[config.mk]
export PLATFORM = sky130hd
export DESIGN_NAME = mpc_sched
export DESIGN_NICKNAME = d
export VERILOG_FILES = /design/src/rtl/mpc_sched.sv
export SDC_FILE = /design/constraint.sdc
export NUM_CORES = 1
export LEC_CHECK = 0
export CAP_MARGIN = 15
export CORE_MARGIN = 4
export CORE_UTILIZATION = 45
export CTS_CLUSTER_DIAMETER = 120
export DETAILED_ROUTE_END_ITERATION = 16
export HOLD_SLACK_MARGIN = 0.15
export PLACE_DENSITY = 0.68
export REMOVE_ABC_BUFFERS = 1
export SYNTH_ARGS = -nofsm -noshare
export SYNTH_HDL_FRONTEND = slang
export SYNTH_SLANG_ARGS = --single-unit
export TNS_END_PERCENT = 100
[constraint.sdc]
create_clock -name clk -period 6.5 [get_ports clk]
set_input_delay 1.3 -clock clk [delete_from_list [all_inputs] [get_ports clk]]
set_output_delay 1.3 -clock clk [all_outputs]
set_load 0.01 [all_outputs]
[src/rtl/mpc_sched.sv]
// Issue sequencer for the external add/sub micro-op ALU: FIFO-buffered host instructions,
// one op in flight at a time, tagged results returned on a valid/ready channel.
module mpc_sched #(
    parameter int DEPTH = 4,
    parameter int TAG_W = 8
) (
    input  logic             clk,
    input  logic             rst_n,
    input  logic             in_valid,
    input  logic [17:0]      in_instr,
    output logic             in_ready,
    input  logic             flush,
    output logic [17:0]      alu_instr,
    input  logic [8:0]       alu_result,
    output logic             res_valid,
    output logic [8:0]       res_data,
    output logic [TAG_W-1:0] res_tag,
    input  logic             res_ready,
    output logic             busy
);
    localparam int AW = $clog2(DEPTH);
    localparam logic [AW:0]      PTR_ONE = {{AW{1'b0}}, 1'b1};
    localparam logic [TAG_W-1:0] TAG_ONE = {{(TAG_W-1){1'b0}}, 1'b1};

    localparam logic [1:0] IDLE = 2'd0;
    localparam logic [1:0] EXEC = 2'd1;
    localparam logic [1:0] DONE = 2'd2;

    logic [17:0]      mem [DEPTH];
    logic [AW:0]      wptr, rptr;
    logic [1:0]       state;
    logic [TAG_W-1:0] tag_cnt;
    logic             full, empty, push, pop;

    // Extra pointer MSB distinguishes full from empty when the index bits match.
    assign empty = (wptr == rptr);
    assign full  = (wptr[AW] != rptr[AW]) && (wptr[AW-1:0] == rptr[AW-1:0]);

    assign in_ready = !full;
    assign busy     = (state != IDLE) || !empty;

    assign push = in_valid && !full && !flush;
    assign pop  = !flush && !empty &&
                  ((state == IDLE) || ((state == DONE) && res_ready));

    always_ff @(posedge clk) begin
        if (push)
            mem[wptr[AW-1:0]] <= in_instr;
    end

    always_ff @(posedge clk or negedge rst_n) begin
        if (!rst_n) begin
            wptr <= '0;
            rptr <= '0;
        end else if (flush) begin
            rptr <= wptr;
        end else begin
            if (push) wptr <= wptr + PTR_ONE;
            if (pop)  rptr <= rptr + PTR_ONE;
        end
    end

    // alu_instr only moves on a pop, so it is stable through EXEC and DONE.
    always_ff @(posedge clk or negedge rst_n) begin
        if (!rst_n) begin
            state     <= IDLE;
            alu_instr <= '0;
            res_valid <= 1'b0;
            res_data  <= '0;
            res_tag   <= '0;
            tag_cnt   <= '0;
        end else if (flush) begin
            state     <= IDLE;
            res_valid <= 1'b0;
        end else begin
            case (state)
                IDLE: begin
                    if (pop) begin
                        alu_instr <= mem[rptr[AW-1:0]];
                        state     <= EXEC;
                    end
                end
                EXEC: begin
                    res_data  <= alu_result;
                    res_tag   <= tag_cnt;
                    tag_cnt   <= tag_cnt + TAG_ONE;
                    res_valid <= 1'b1;
                    state     <= DONE;
                end
                DONE: begin
                    if (res_ready) begin
                        res_valid <= 1'b0;
                        if (pop) begin
                            alu_instr <= mem[rptr[AW-1:0]];
                            state     <= EXEC;
                        end else begin
                            state     <= IDLE;
                        end
                    end
                end
                default: state <= IDLE;
            endcase
        end
    end
endmodule

==> results_dict.tcl <==
set metrics [dict create \
    outcome "finished, final reports clean" \
    worst-slew-pin-transition_ns 1.10 \
    clk_pin_slew_ns 0.05 \
    final_hold_viol_count 0 \
    diodes 0 \
    static-leakage-power_nw 2.38 \
    cts_setup_buffers 0 \
    layout.cells.most_common_list "72 x sky130_fd_sc_hd__edfxtp_1, 68 x sky130_fd_sc_hd__clkdlybuf4s50_1, 52 x sky130_fd_sc_hd__dfrtp_1" \
    core_sq_um 10400 \
    post-dp-hpwl_mm 5.09 \
    chip_width_um 111 \
    drt.antenna.violating_nets 0 \
    cts_resized 0 \
    place.gp.congestion 0.736 \
    finalMaxSlewViolations 0 \
    finalClockSkew_ns 0.00788 \
    cp_endpoint_kind "output pin" \
    worst_setup_slack_for_register_to_register_paths_ns 3.35 \
    routed_wire_length_per_instance_um 17.0 \
    number_of_ports_placed_on_the_die_boundary 70 \
    hold_path.startpoint "tag_cnt[7]$_DFFE_PN0P_" \
    die_h_um 111 \
    fin_cells 482 \
    worstPathRequired_ns 5.20 \
    grt_pass1_wl_mm 13.6 \
    synthesis.instances 251 \
    timing.hold.worst.class "reg -> reg" \
    setup_viol 0 \
    timing.critical_path.slowest_stage_cell "sky130_fd_sc_hd__dfrtp_1" \
    mappedNetlistArea_sq_um 4820 \
    htree_num_levels 4 \
    reg2reg_from "rptr[1]$_DFFE_PN0P_" \
    layout-drive-gt1-share_pct 26.3 \
    grtUsageTotal_pct 14.2 \
    most_heavily_used_metal_layer_in_global_routing "met2" \
    timing.max_cap.violations 0 \
    async_flop_share_pct 41.9 \
    ctsHoldBuffers 0 \
    synth_enable_flop_cells 72 \
    most_common_cell_after_layout_fill_and_taps_aside "sky130_fd_sc_hd__edfxtp_1" \
    synth-seq-cells 124 \
    placed_instances 450 \
    clock_insertion_delay_worst_skew_ns 0.50 \
    final_nets 371 \
    sequential_cell_area_fraction_in_the_yosys_report_pct 71.9 \
    power_density_nw_per_um2 482 \
    drt-total-wl_mm 8.20 \
    cp.arrival_ns 2.71 \
    clockRootBuffer "sky130_fd_sc_hd__clkbuf_8" \
    worstHoldEndpoint "tag_cnt[7]$_DFFE_PN0P_" \
    floorplan.rows 37 \
    fill_cells 795 \
    critical_path.max_stage_delay_ns 1.05 \
    crit_fanout 22 \
    synthesis_to_finish_area_growth_pct 29.9 \
    yosysWarnings 0 \
    grtUsageMet2_pct 22.1 \
    synth.distinct_cells 31 \
    rsz_0062_raised_after_global_routing "no" \
    gr-total-overflow 0 \
    worst_hold_margin_ns 0.476 \
    critical_path.cell_chain "xor2_1 > nor3_1 > nand3_1 > clkdlybuf4s50_1" \
    syn_avg_cell_area_sq_um 19.2 \
    grt_max_degree 53 \
    cts_sinks 124 \
    synthFlopType "sky130_fd_sc_hd__edfxtp_1" \
    achievable-frequency_ghz 0.250 \
    drc_errors 0 \
    max-clock-path-buffers 2 \
    detail_route.vias_per_cell 5.06 \
    min_period_over_period_pct 61.6 \
    irDropWorstVdd_mv 0.231 \
    setup.worst_path.class "reg -> out" \
    setup_total_negative_slack_ns 0 \
    timing.hold.worst_path_depth 1 \
    floorplan.initialDensity_pct 46.5 \
    fin_crit_ns 4.01 \
    port_buffers 69 \
    fin_total_pwr_mw 3.02 \
    antenna_found_initial 0 \
    detailedPlace.worstSlack_ns 2.59 \
    reg2reg_depth 3 \
    met1_usage_pct 18.6 \
    headroom_to_the_max_slew_limit_pct 26.3 \
    r2r-end "mem[3][17]$_DFFE_PP_" \
    clock_buffers_created_by_tritoncts 17 \
    detail_route.iter0.violations 100 \
    final.setup.worst_slack_ns 2.49 \
    met3_usage_pct 5.33 \
    tritoncts_clock_tree "yes" \
    grt_pass1_vias 2539 \
    setup.worst_path.start_class "register" \
    drt_pre_antenna_iters 5 \
    fp.dieArea_sq_um 12400 \
    dr_vias 2439 \
]
==> layer usage <==
metal / up-vias / wire (um)
li1: 1127 / -
met1: 1243 / 3670
met2: 64 / 4030
met3: 5 / 431
met4: 0 / 66
met5: - / 0
==> critical path: cells and delay by family, from the launching register on <==
| kind | cells | cell delay [ns] |
|---|---|---|
| xor+xnor | 1 | 0.21 |
| buf+inv | 1 | 0.49 |
| flops | 1 | 1.05 |
| simple gates | 2 | 0.46 |
==> cells in the mapped netlist (all sizes together), types with 3 or more instances <==
| cell | n | area [sq um] |
|---|---|---|
| edfxtp | 72 | 2160 |
| dfrtp | 52 | 1300 |
| mux2 | 36 | 439 |
| mux4 | 18 | 405 |
| xnor2 | 9 | 78.8 |
| buf | 7 | 46.3 |
| inv | 7 | 26.3 |
| ha | 6 | 75.1 |
| xor2 | 6 | 60.1 |
| nand2 | 5 | 18.8 |
| and2 | 4 | 25.0 |
| nand3 | 4 | 20.0 |
| a21oi | 3 | 15.0 |
==> cell type report <==
cell class	instances	area, sq um	share of cell area (%)
flip-flops and latches	124	3460	55.3
clock inverters	15	199	3.18
clock buffers	17	414	6.62
well taps	136	170	2.72
inverters	7	26.3	0.420
multi-input cells	111	1280	20.4
repair buffers	72	708	11.3
==> through the flow <==
step,utilization (%),cell area [sq um]
after floorplan,-,4760
after global placement,54.5,5650
after detailed placement,54.5,5650
after CTS,60.4,6260
after global routing,60.4,6260
final,60.4,6260
==> where the power goes <==
group	switching (mW)	total (mW)	internal (mW)	leakage, nW
clock network	0.327	0.949	0.621	0.299
registers	0.137	1.17	1.04	1.29
logic	0.358	0.896	0.538	0.790
==> sequential cells by signal (all words and copies together) (netlist names) <==
| name | flops |
|---|---|
| mem | 72 |
| alu_instr | 18 |
| res_data | 9 |
| res_tag | 8 |
| tag_cnt | 8 |
| rptr | 3 |
| wptr | 3 |
| state | 2 |
| res_valid | 1 |
==> cell families after synthesis <==
kind of cell	count (synthesis)	synth area share [%]
buf+inv	16	1.66
flops	124	71.9
fa+ha+maj	6	1.56
mux	54	17.5
compound gates	10	1.43
simple gates	26	3.04
xor+xnor	15	2.88
==> how the worst max path moves through the flow <==
stage,cells after the start,to,start,slack (ns)
after floorplan,4,tag_cnt[5]$_DFFE_PN0P_,flush,2.77
after global placement,3,mem[3][0]$_DFFE_PP_,flush,2.70
after detailed placement,3,mem[3][2]$_DFFE_PP_,flush,2.59
after CTS,4,busy,rptr[1]$_DFFE_PN0P_,2.44
after global routing,4,busy,rptr[1]$_DFFE_PN0P_,2.32
final,4,busy,rptr[1]$_DFFE_PN0P_,2.49
Power figures use the tool's default switching activity.
